File: src/rtl/ddr_rd_arbiter_if.sv
// Bundled requester-side and DDR-side read-channel signals of the two-port DDR read arbiter.
// The master modport is the arbiter's view; slave is the surrounding requesters plus DDR controller.
interface ddr_rd_arbiter_if #(
    parameter int ADDR_W = 32,
    parameter int DATA_W = 128
);
    logic [ADDR_W-1:0] s0_araddr;
    logic [ADDR_W-1:0] s1_araddr;
    logic [7:0]        s0_arlen;
    logic [7:0]        s1_arlen;
    logic              s0_arvalid;
    logic              s1_arvalid;
    logic              s0_arready;
    logic              s1_arready;
    logic              s0_urgent;
    logic              s0_rvalid;
    logic              s1_rvalid;
    logic              s0_rready;
    logic              s1_rready;
    logic [DATA_W-1:0] s_rdata;
    logic              s_rlast;
    logic [ADDR_W-1:0] m_araddr;
    logic [7:0]        m_arlen;
    logic [2:0]        m_arsize;
    logic [1:0]        m_arburst;
    logic              m_arvalid;
    logic              m_arready;
    logic [DATA_W-1:0] m_rdata;
    logic              m_rvalid;
    logic              m_rlast;
    logic              m_rready;

    modport master (
        input  s0_araddr, s1_araddr, s0_arlen, s1_arlen, s0_arvalid, s1_arvalid,
        input  s0_urgent, s0_rready, s1_rready,
        output s0_arready, s1_arready, s0_rvalid, s1_rvalid, s_rdata, s_rlast,
        output m_araddr, m_arlen, m_arsize, m_arburst, m_arvalid, m_rready,
        input  m_arready, m_rdata, m_rvalid, m_rlast
    );

    modport slave (
        output s0_araddr, s1_araddr, s0_arlen, s1_arlen, s0_arvalid, s1_arvalid,
        output s0_urgent, s0_rready, s1_rready,
        input  s0_arready, s1_arready, s0_rvalid, s1_rvalid, s_rdata, s_rlast,
        input  m_araddr, m_arlen, m_arsize, m_arburst, m_arvalid, m_rready,
        output m_arready, m_rdata, m_rvalid, m_rlast
    );
endinterface

File: src/rtl/ddr_rd_arbiter.sv
// Two-requester arbiter for the DDR AXI read channel: one burst at a time, urgent/round-robin
// grant, combinational beat routing to the owner and sticky burst-length mismatch detection.
module ddr_rd_arbiter #(
    parameter int ADDR_W = 32,
    parameter int DATA_W = 128
) (
    input  logic                 clk,
    input  logic                 rst,
    ddr_rd_arbiter_if.master     bus,
    output logic                 busy,
    output logic                 len_err
);

    typedef enum logic [1:0] {
        IDLE = 2'd0,
        ADDR = 2'd1,
        DATA = 2'd2
    } state_t;

    state_t            state_q, state_d;
    logic              owner_q, owner_d;
    logic              last_grant_q, last_grant_d;
    logic [ADDR_W-1:0] addr_q, addr_d;
    logic [7:0]        len_q, len_d;
    logic [7:0]        cnt_q, cnt_d;
    logic              len_err_q, len_err_d;

    logic              win;
    logic              ar_valid;
    logic              ar_ready0;
    logic              ar_ready1;
    logic              rvalid0;
    logic              rvalid1;
    logic              rready;
    logic              beat;
    logic [DATA_W-1:0] rdata;

    always_ff @(posedge clk) begin
        if (rst) begin
            state_q      <= IDLE;
            owner_q      <= 1'b0;
            last_grant_q <= 1'b1;
            addr_q       <= '0;
            len_q        <= '0;
            cnt_q        <= '0;
            len_err_q    <= 1'b0;
        end else begin
            state_q      <= state_d;
            owner_q      <= owner_d;
            last_grant_q <= last_grant_d;
            addr_q       <= addr_d;
            len_q        <= len_d;
            cnt_q        <= cnt_d;
            len_err_q    <= len_err_d;
        end
    end

    always_comb begin
        state_d      = state_q;
        owner_d      = owner_q;
        last_grant_d = last_grant_q;
        addr_d       = addr_q;
        len_d        = len_q;
        cnt_d        = cnt_q;
        len_err_d    = len_err_q;
        win          = 1'b0;
        ar_valid     = 1'b0;
        ar_ready0    = 1'b0;
        ar_ready1    = 1'b0;
        rvalid0      = 1'b0;
        rvalid1      = 1'b0;
        rready       = 1'b0;
        beat         = 1'b0;

        case (state_q)
            IDLE: begin
                if (bus.s0_arvalid || bus.s1_arvalid) begin
                    // urgent or sole s0 -> s0; sole s1 -> s1; tie -> whoever did not win last
                    if (bus.s0_arvalid && (bus.s0_urgent || !bus.s1_arvalid)) begin
                        win = 1'b0;
                    end else if (!bus.s0_arvalid) begin
                        win = 1'b1;
                    end else begin
                        win = ~last_grant_q;
                    end
                    owner_d      = win;
                    last_grant_d = win;
                    addr_d       = win ? bus.s1_araddr : bus.s0_araddr;
                    len_d        = win ? bus.s1_arlen : bus.s0_arlen;
                    state_d      = ADDR;
                end
            end
            ADDR: begin
                ar_valid = 1'b1;
                if (bus.m_arready) begin
                    ar_ready0 = ~owner_q;
                    ar_ready1 = owner_q;
                    cnt_d     = '0;
                    state_d   = DATA;
                end
            end
            DATA: begin
                rready  = owner_q ? bus.s1_rready : bus.s0_rready;
                rvalid0 = ~owner_q & bus.m_rvalid;
                rvalid1 = owner_q & bus.m_rvalid;
                beat    = bus.m_rvalid & rready;
                if (beat) begin
                    cnt_d = cnt_q + 8'd1;
                    // rlast must coincide exactly with the beat whose count equals len
                    if (bus.m_rlast != (cnt_q == len_q)) begin
                        len_err_d = 1'b1;
                    end
                    if (bus.m_rlast) begin
                        state_d = IDLE;
                    end
                end
            end
            default: state_d = IDLE;
        endcase
    end

    assign rdata          = bus.m_rdata;
    assign bus.s_rdata    = rdata;
    assign bus.s_rlast    = bus.m_rlast;
    assign bus.s0_arready = ar_ready0;
    assign bus.s1_arready = ar_ready1;
    assign bus.s0_rvalid  = rvalid0;
    assign bus.s1_rvalid  = rvalid1;
    assign bus.m_araddr   = addr_q;
    assign bus.m_arlen    = len_q;
    assign bus.m_arsize   = 3'b100;
    assign bus.m_arburst  = 2'b01;
    assign bus.m_arvalid  = ar_valid;
    assign bus.m_rready   = rready;
    assign busy           = (state_q != IDLE);
    assign len_err        = len_err_q;

endmodule

File: src/flat_wrapper.sv
// flat-port wrapper written by rule: the top's interface ports become plain ports
module ddr_rd_arbiter_flat 
#(
    parameter int ADDR_W = 32,
    parameter int DATA_W = 128
)
  (clk, rst, busy, len_err, bus_s0_araddr, bus_s1_araddr, bus_s0_arlen, bus_s1_arlen, bus_s0_arvalid, bus_s1_arvalid, bus_s0_urgent, bus_s0_rready, bus_s1_rready, bus_s0_arready, bus_s1_arready, bus_s0_rvalid, bus_s1_rvalid, bus_s_rdata, bus_s_rlast, bus_m_araddr, bus_m_arlen, bus_m_arsize, bus_m_arburst, bus_m_arvalid, bus_m_rready, bus_m_arready, bus_m_rdata, bus_m_rvalid, bus_m_rlast);
  ddr_rd_arbiter_if #(.ADDR_W(ADDR_W), .DATA_W(DATA_W)) bus_i ();
  input  logic clk;
  input  logic rst;
  output logic busy;
  output logic len_err;
  input wire logic [$bits(bus_i.s0_araddr)-1:0] bus_s0_araddr;
  input wire logic [$bits(bus_i.s1_araddr)-1:0] bus_s1_araddr;
  input wire logic [$bits(bus_i.s0_arlen)-1:0] bus_s0_arlen;
  input wire logic [$bits(bus_i.s1_arlen)-1:0] bus_s1_arlen;
  input wire logic [$bits(bus_i.s0_arvalid)-1:0] bus_s0_arvalid;
  input wire logic [$bits(bus_i.s1_arvalid)-1:0] bus_s1_arvalid;
  input wire logic [$bits(bus_i.s0_urgent)-1:0] bus_s0_urgent;
  input wire logic [$bits(bus_i.s0_rready)-1:0] bus_s0_rready;
  input wire logic [$bits(bus_i.s1_rready)-1:0] bus_s1_rready;
  output wire logic [$bits(bus_i.s0_arready)-1:0] bus_s0_arready;
  output wire logic [$bits(bus_i.s1_arready)-1:0] bus_s1_arready;
  output wire logic [$bits(bus_i.s0_rvalid)-1:0] bus_s0_rvalid;
  output wire logic [$bits(bus_i.s1_rvalid)-1:0] bus_s1_rvalid;
  output wire logic [$bits(bus_i.s_rdata)-1:0] bus_s_rdata;
  output wire logic [$bits(bus_i.s_rlast)-1:0] bus_s_rlast;
  output wire logic [$bits(bus_i.m_araddr)-1:0] bus_m_araddr;
  output wire logic [$bits(bus_i.m_arlen)-1:0] bus_m_arlen;
  output wire logic [$bits(bus_i.m_arsize)-1:0] bus_m_arsize;
  output wire logic [$bits(bus_i.m_arburst)-1:0] bus_m_arburst;
  output wire logic [$bits(bus_i.m_arvalid)-1:0] bus_m_arvalid;
  output wire logic [$bits(bus_i.m_rready)-1:0] bus_m_rready;
  input wire logic [$bits(bus_i.m_arready)-1:0] bus_m_arready;
  input wire logic [$bits(bus_i.m_rdata)-1:0] bus_m_rdata;
  input wire logic [$bits(bus_i.m_rvalid)-1:0] bus_m_rvalid;
  input wire logic [$bits(bus_i.m_rlast)-1:0] bus_m_rlast;
  assign bus_i.s0_araddr = bus_s0_araddr;
  assign bus_i.s1_araddr = bus_s1_araddr;
  assign bus_i.s0_arlen = bus_s0_arlen;
  assign bus_i.s1_arlen = bus_s1_arlen;
  assign bus_i.s0_arvalid = bus_s0_arvalid;
  assign bus_i.s1_arvalid = bus_s1_arvalid;
  assign bus_i.s0_urgent = bus_s0_urgent;
  assign bus_i.s0_rready = bus_s0_rready;
  assign bus_i.s1_rready = bus_s1_rready;
  assign bus_s0_arready = bus_i.s0_arready;
  assign bus_s1_arready = bus_i.s1_arready;
  assign bus_s0_rvalid = bus_i.s0_rvalid;
  assign bus_s1_rvalid = bus_i.s1_rvalid;
  assign bus_s_rdata = bus_i.s_rdata;
  assign bus_s_rlast = bus_i.s_rlast;
  assign bus_m_araddr = bus_i.m_araddr;
  assign bus_m_arlen = bus_i.m_arlen;
  assign bus_m_arsize = bus_i.m_arsize;
  assign bus_m_arburst = bus_i.m_arburst;
  assign bus_m_arvalid = bus_i.m_arvalid;
  assign bus_m_rready = bus_i.m_rready;
  assign bus_i.m_arready = bus_m_arready;
  assign bus_i.m_rdata = bus_m_rdata;
  assign bus_i.m_rvalid = bus_m_rvalid;
  assign bus_i.m_rlast = bus_m_rlast;
  ddr_rd_arbiter #(.ADDR_W(ADDR_W), .DATA_W(DATA_W)) u_core (.clk(clk), .rst(rst), .bus(bus_i), .busy(busy), .len_err(len_err));
endmodule
File: config.mk
export PLATFORM = sky130hd
export DESIGN_NAME = ddr_rd_arbiter_flat
export DESIGN_NICKNAME = d
export VERILOG_FILES = /design/src/rtl/ddr_rd_arbiter_if.sv /design/src/rtl/ddr_rd_arbiter.sv /design/src/flat_wrapper.sv
export SDC_FILE = /design/constraint.sdc
export NUM_CORES = 1
export LEC_CHECK = 0
export CAP_MARGIN = 10
export CORE_AREA = 3 3 155 157
export CTS_CLUSTER_DIAMETER = 150
export CTS_CLUSTER_SIZE = 28
export DETAILED_ROUTE_END_ITERATION = 12
export DIE_AREA = 0 0 158 160
export GPL_TIMING_DRIVEN = 0
export PLACE_DENSITY = 0.53
export SYNTH_ARGS = -nofsm -noshare
export SYNTH_HDL_FRONTEND = slang
export SYNTH_SLANG_ARGS = --single-unit
File: constraint.sdc
create_clock -name clk -period 3.46 [get_ports clk]
set_input_delay 0.519 -clock clk [delete_from_list [all_inputs] [get_ports clk]]
set_output_delay 0.519 -clock clk [all_outputs]
set_load 0.02 [all_outputs]
==> run metrics, run 1 <==
outcome finished, final reports clean; Setup WS pre-CTS between 0.8 and 0.9 ns; boundary pin count 400; Worst VDD drop ~0.16 mV; post-cts resize count 0; maximum buffer depth of the clock tree 2; DRC Markers 0; worst path cell trace clkdlybuf4s50_1, nand3b_1, nor2_1, clkdlybuf4s50_1; maximum capacitance violations 0; Cell Area, Synth 3530 um^2; Clock Pin Slew Worst Setup and Hold Paths 0.07 ns; crit path capture bus_s1_rvalid; Post-synth EDFFs 0; Power Internal between 1 and 1.5 mW; Psw 734 uW; share of layout cells above drive strength 1 24.2%; Final GP Congestion about 0.7; Wirelength per Cell 14.4 um; Skew-Pair Late Insertion Delay 0.30 ns; setup TNS 0 ns; CP Data Required Time 2.94 ns; async set or reset register ratio after synthesis 0%; Placeable Area around 23000 um^2; Post-Syn Instances 402; flops & latches, synth 53; post-route cell area 6700 um^2; worst reg2reg endpoint u_core.bus.m_araddr[22]$_SDFFE_PP0P_; Max-slew headroom 58.4%; CP top delay family buffers and inverters; Final ANT Viol Nets 0; crit-path max cell delay 0.62 ns; Synth Flop Type dfxtp_1; largest family of logic cells by synthesized area buffers and inverters; CP Launch Type input port; total grt overflow 0; Seq/Total Area, Yosys 30.0%; Worst Skew 0.00377 ns; antenna violations before repair 0; count of pins over their slew limit 0; Cell Rows 55; port bufs 265; Avg Inst Size Synth 8.79 um^2; Max H-tree Level 2; Comb power frac 43.2%; Multi-input gate area roughly 1400 um^2; crit path from bus_m_rvalid; via count 3560; critical path fanouts, max 6; first drt pass iteration count 4; Peak Freq 392 MHz; total CTS buffers 5; vias in the first global route approximately 3600; Die Height 160 um; Vias/cell approximately 3.7; Post-Synth Simple-Gate Area 10.9%; Iteration-0 DRC Markers 66; clock net sink count 53; Tcrit/Tclk final around 74%; Root Buffer clkbuf_16; area taken by flip-flops and latches between 1000 and 1500 um^2; sw frac roughly 33%; reg2reg setup slack about 1.8 ns; CTS tree yes; R2R Path Start u_core.state_q[0]$_SDFFE_PP0P_; Starting Density 15.6%; hpwl dp 11800 um; RSZ-0062 raised after global routing false; antenna cells 0; Syn. warnings 0; Hold WC Path Type reg2reg; All-Layer GR Usage 10.1%; pwr dens 327 nW/um^2; die area 25300 um^2; largest net degree at the start of global routing 17; CP Data Arrival Time 2.03 ns; kind of critical path in2out; worst r2r path cells 5; Die Span X 158 um; Worst Tran Pin Value 0.623 ns; Total Wirelength 13900 um; Worst path most repeated cell clkdlybuf4s50_1; Pleak about 2.8 nW; Crit. End Element primary output; Slowest-stage cell, CP clkdlybuf4s50_1; XOR/XNOR Fraction of Synth Area 3.22%; Clk pwr share 23.9%; Seq pwr share approximately a third; Synth Area in Compound Gates 11.7%; # nets final between 800 and 900; Post-CTS Setup Repair Bufs 0; final core utilization between 20 and 30%; Final Hold Viols 0; Critical path buffers and inverters 2; final worst setup slack approximately 0.91 ns; Area growth syn-to-layout 89.5%; area post-placement 6550 um^2; Netlist cell types 37; setup violators final 0; cell count along the critical path 4; Final min period 2.55 ns; first-pass GRT wire length 20000 um; adder-cell share of the synthesized area 0.354%; mux share of post-synthesis cell area about an eighth; hold buffers post-CTS 0; fill count 2424
## cells in the mapped netlist (all sizes together) (3+ instances only)
| cell type | instances | area [um^2] |
|---|---|---|
| mux2i | 41 | 410 |
| nor3 | 3 | 15.0 |
| xnor2 | 12 | 105 |
| buf | 146 | 1080 |
| nor2 | 55 | 214 |
| a21oi | 5 | 25.0 |
| nand3 | 3 | 15.0 |
| clkbuf | 5 | 18.8 |
| a211oi | 41 | 308 |
| inv | 4 | 15.0 |
| dfxtp | 53 | 1060 |
| nand4 | 3 | 18.8 |
| nand2 | 6 | 22.5 |
## worst min-delay path by stage
stage,to,slack [ns],start,cells after the start
floorplan,u_core.cnt_q[7]$_SDFFE_PP0P_,0.46,u_core.cnt_q[7]$_SDFFE_PP0P_,2
global placement,u_core.cnt_q[7]$_SDFFE_PP0P_,0.48,u_core.cnt_q[7]$_SDFFE_PP0P_,2
finish,u_core.bus.m_araddr[30]$_SDFFE_PP0P_,0.50,u_core.bus.m_araddr[30]$_SDFFE_PP0P_,2
CTS,u_core.cnt_q[7]$_SDFFE_PP0P_,0.50,u_core.cnt_q[7]$_SDFFE_PP0P_,2
detailed placement,u_core.cnt_q[7]$_SDFFE_PP0P_,0.49,u_core.cnt_q[7]$_SDFFE_PP0P_,2
global route,u_core.cnt_q[7]$_SDFFE_PP0P_,0.51,u_core.cnt_q[7]$_SDFFE_PP0P_,2
## cell type report
class	instances	area share [%]
buffer	151	16.4
clock buffer	5	1.87
multi-input combinational	197	20.4
sequential	53	15.8
clock inverter	3	0.262
tap	285	5.33
inverter	4	0.224
timing repair buffer	265	39.6
## per-layer routing
metal  track usage (%)  routed length [um]  vias to the layer above
met2              18.5                7140                      194
met3              2.98                1330                        5
li1                  -                   -                     1778
met1              11.7                5300                     1583
met5                 0                   0                        -
met4              1.76                  94                        0
## worst min-delay path: cells and delay by family, from the launching register on
kind	cells	cell delay [ns]
AOI/OAI and AO/OA	1	0.05
DFF	1	0.31
and+or+nand+nor	1	0.09
## power by group through the flow
stage               Combinational (mW)  Sequential (mW)  Clock (mW)
floorplan                        0.434            0.800           0
global placement                 0.961            0.735           0
detailed placement               0.963            0.736           0
CTS                              0.965            0.723       0.553
global route                      1.01            0.732       0.561
finish                           0.946            0.721       0.523
## flip-flops by register name, summed over array words and instances (netlist names)
| signal | flops |
|---|---|
| u_core.state_q | 2 |
| u_core.len_err | 1 |
| u_core.last_grant_q | 1 |
| u_core.bus.m_arlen | 8 |
| u_core.cnt_q | 8 |
| u_core.owner_q | 1 |
| u_core.bus.m_araddr | 32 |
## logic make-up after synthesis
group,after synthesis
buffers and inverters,155
and+or+nand+nor,82
AOI/OAI and AO/OA,54
DFF,53
muxes,42
xor gates and xnor gates,13
other,2
adders and majority gates,1
## cell usage in the layout, fill, tap and decap left out, types with 2 or more instances in the layout
cell type and instances:
nand2_1 6, nor3_1 3, nand4_1 3, buf_4 140, clkdlybuf4s50_1 265, clkbuf_16 5
conb_1 5, or2_2 2, a21oi_1 5, nor2_1 54, dfxtp_1 53, mux2i_1 41
buf_2 6, clkinv_2 2, a211oi_1 41, nand3_1 3, o21ai_0 2, clkbuf_1 5
xnor2_1 12, inv_1 4
## per-stage QoR
step,instances,hold WS (ns),power (mW)
2_1_floorplan,405,0.464,1.23
3_3_place_gp,955,0.478,1.70
3_5_place_dp,955,0.488,1.70
4_1_cts,963,0.501,2.24
5_1_grt,963,0.511,2.31
6_report,963,0.500,2.19
Note: power is estimated with default switching activity, not from simulation.
==> run 2, diff against run 1 <==
--- a/config.mk
+++ b/config.mk
@@ -12,7 +12,7 @@
 export DETAILED_ROUTE_END_ITERATION = 12
 export DIE_AREA = 0 0 158 160
 export GPL_TIMING_DRIVEN = 0
-export PLACE_DENSITY = 0.53
+export PLACE_DENSITY = 0.55
 export SYNTH_ARGS = -nofsm -noshare
 export SYNTH_HDL_FRONTEND = slang
 export SYNTH_SLANG_ARGS = --single-unit
==> constraint.sdc (replaced) <==
create_clock -name clk -period 2.2 [get_ports clk]
set_input_delay 0.33 -clock clk [delete_from_list [all_inputs] [get_ports clk]]
set_output_delay 0.33 -clock clk [all_outputs]
set_load 0.02 [all_outputs]
==> run metrics, run 2 (synthesis gave the netlist of run 1 again) <==
# nets final 897 (was 896); Starting Density 15.6% (unchanged); die area 25300 um^2 (unchanged); Cell Rows 55 (unchanged); vias in the first global route 3555 (was 3593); crit-path max cell delay 0.64 ns (was 0.62 ns); Vias/cell 3.70 (about the same); Max-slew headroom 59.8% (was 58.4%); Tcrit/Tclk final between 90% and 100%; hpwl dp 11800 um (about the same); CP Launch Type input port (unchanged); share of layout cells above drive strength 1 24.4% (was 24.2%); CP Data Required Time 1.87 ns (was 2.94 ns); Setup WS pre-CTS -0.0406 ns (was 0.891 ns); via count 3563 (was 3560); outcome finished, final reports clean (unchanged); total grt overflow 0 (unchanged); Worst Tran Pin Value 0.603 ns (was 0.623 ns); Finished Layout Cells 964 (was 963); fill count 2404 (was 2424); port bufs 265 (unchanged); first-pass GRT wire length 19600 um (was 20000 um); Worst VDD drop 0.285 mV (was 0.156 mV); maximum buffer depth of the clock tree 2 (unchanged); first drt pass iteration count 4 (unchanged); Iteration-0 DRC Markers 63 (was 66); Worst Skew 0.00820 ns (was 0.00377 ns); Final Hold Viols 0 (unchanged); placed cells 955 (unchanged); Skew-Pair Late Insertion Delay 0.30 ns (about the same); most frequent cells in the layout 265 x clkdlybuf4s50_1, 141 x buf_4, 54 x nor2_1, 53 x dfxtp_1, 41 x a211oi_1 (was 265 x clkdlybuf4s50_1, 140 x buf_4, 54 x nor2_1, 53 x dfxtp_1); antenna violations before repair 0 (unchanged); Critical path buffers and inverters 2 (unchanged); Max H-tree Level 2 (unchanged); Hold WC Path Type reg2reg (unchanged); critical path fanouts, max 5 (was 6); final worst setup slack 0.0900 ns (was 0.906 ns); Total Wirelength 14000 um (was 13900 um); setup violators final 0 (unchanged); commonest non-fill, non-tap cell in the layout clkdlybuf4s50_1 (unchanged); Area growth syn-to-layout 91.4% (was 89.5%); antenna cells 0 (unchanged); hold buffers post-CTS 0 (unchanged); Placeable Area 22600 um^2 (unchanged); CTS tree yes (unchanged); Root Buffer clkbuf_16 (unchanged); clock net sink count 53 (unchanged); total CTS buffers 5 (unchanged); RSZ-0062 raised after global routing false (unchanged); CP top delay family buffers and inverters (unchanged); Slowest-stage cell, CP clkdlybuf4s50_1 (unchanged); Clock Pin Slew Worst Setup and Hold Paths 0.08 ns (was 0.07 ns); number of flip-flops under the largest register name 32 (unchanged); Final GP Congestion 0.719 (was 0.681); maximum capacitance violations 0 (unchanged); kind of critical path in2out (unchanged); final hold slack 0.497 ns (was 0.500 ns); Final ANT Viol Nets 0 (unchanged); count of pins over their slew limit 0 (unchanged); Wirelength per Cell 14.5 um (was 14.4 um); DRC Markers 0 (unchanged); worst path cell trace clkdlybuf4s50_1, mux2i_4, nor3_1, clkdlybuf4s50_1 (was clkdlybuf4s50_1, nand3b_1, nor2_1, clkdlybuf4s50_1); CP Data Arrival Time 1.78 ns (was 2.03 ns); Peak Freq 474 MHz; Crit. End Element primary output (unchanged); Die Height 160 um (unchanged); Worst path most repeated cell clkdlybuf4s50_1 (unchanged); Final min period about 2.1 ns; largest net degree at the start of global routing 17 (unchanged); pwr dens 546 nW/um^2 (was 327 nW/um^2); All-Layer GR Usage 9.94% (was 10.1%); Die Span X 158 um (unchanged); Pleak 2.81 nW (was 2.78 nW); boundary pin count 400 (unchanged)
-- run 2: changes by cell type in the layout (fill, tap and decap cells not counted) --
cell | before | now
mux2i_4 | 0 | 1
bufinv_16 | 0 | 2
clkinv_2 | 2 | 1
clkinvlp_4 | 1 | 0
buf_4 | 140 | 141
mux2i_1 | 41 | 40
-- run 2: worst min-delay path, stage by stage, from the launching register on --
cell and delay (ns):
dfxtp_1 0.31, nor2_1 0.09, a211oi_1 0.05
-- run 2: stage by stage --
step | total power [mW] | utilization, % | TNS (ns) | area [um^2]
final | 3.69 | 29.9 | 0 | 6760
after global routing | 3.89 | 29.9 | 0 | 6760
after CTS | 3.77 | 29.8 | 0 | 6760
after detailed placement | 2.68 | 28.9 | -0.0446 | 6550
after global placement | 2.67 | 28.9 | -0.0509 | 6550
after floorplan | 1.94 | - | 0 | 3540
-- run 2: worst paths after layout --
kind / from / endpoint / slack [ns] / cells past startpoint
hold / removal: u_core.bus.m_araddr[20]$_SDFFE_PP0P_ / u_core.bus.m_araddr[20]$_SDFFE_PP0P_ / 0.50 / 2
setup / recovery: bus_s1_rready / bus_m_rready / 0.09 / 4
hold reg to reg: u_core.bus.m_araddr[20]$_SDFFE_PP0P_ / u_core.bus.m_araddr[20]$_SDFFE_PP0P_ / 0.50 / 2
setup reg to reg: u_core.state_q[0]$_SDFFE_PP0P_ / u_core.bus.m_araddr[21]$_SDFFE_PP0P_ / 0.52 / 5
-- run 2: final cells by class --
cell class / instances / area (um^2) / share of cell area [%]
repair buffers: 266 / 2660 / 39.3
clock buffers: 5 / 125 / 1.85
clock inverters: 3 / 65.1 / 0.962
plain buffers: 151 / 1100 / 16.3
flip-flops and latches: 53 / 1060 / 15.7
multi-input cells: 197 / 1380 / 20.4
inverters: 4 / 15.0 / 0.222
well taps: 285 / 357 / 5.27
-- run 2: report_power, final --
group          switching [mW]  internal [mW]
registers              0.0767           1.06
logic                   0.683          0.814
clock network           0.404          0.652
-- run 2: per-layer routing --
metal / wire length (um) / track usage [%] / vias to the layer above
met5: 0 / 0 / -
met4: 131 / 2.15 / 0
met3: 1240 / 2.82 / 8
met2: 7100 / 18.0 / 206
met1: 5480 / 11.6 / 1573
li1: - / - / 1776
-- run 2: repair_timing --
item / CTS / global route
gates resized for setup: 1 / 1
hold endpoints to repair: 0 / 0
endpoints found under the setup margin: 3 / 1
setup buffers: 1 / 0
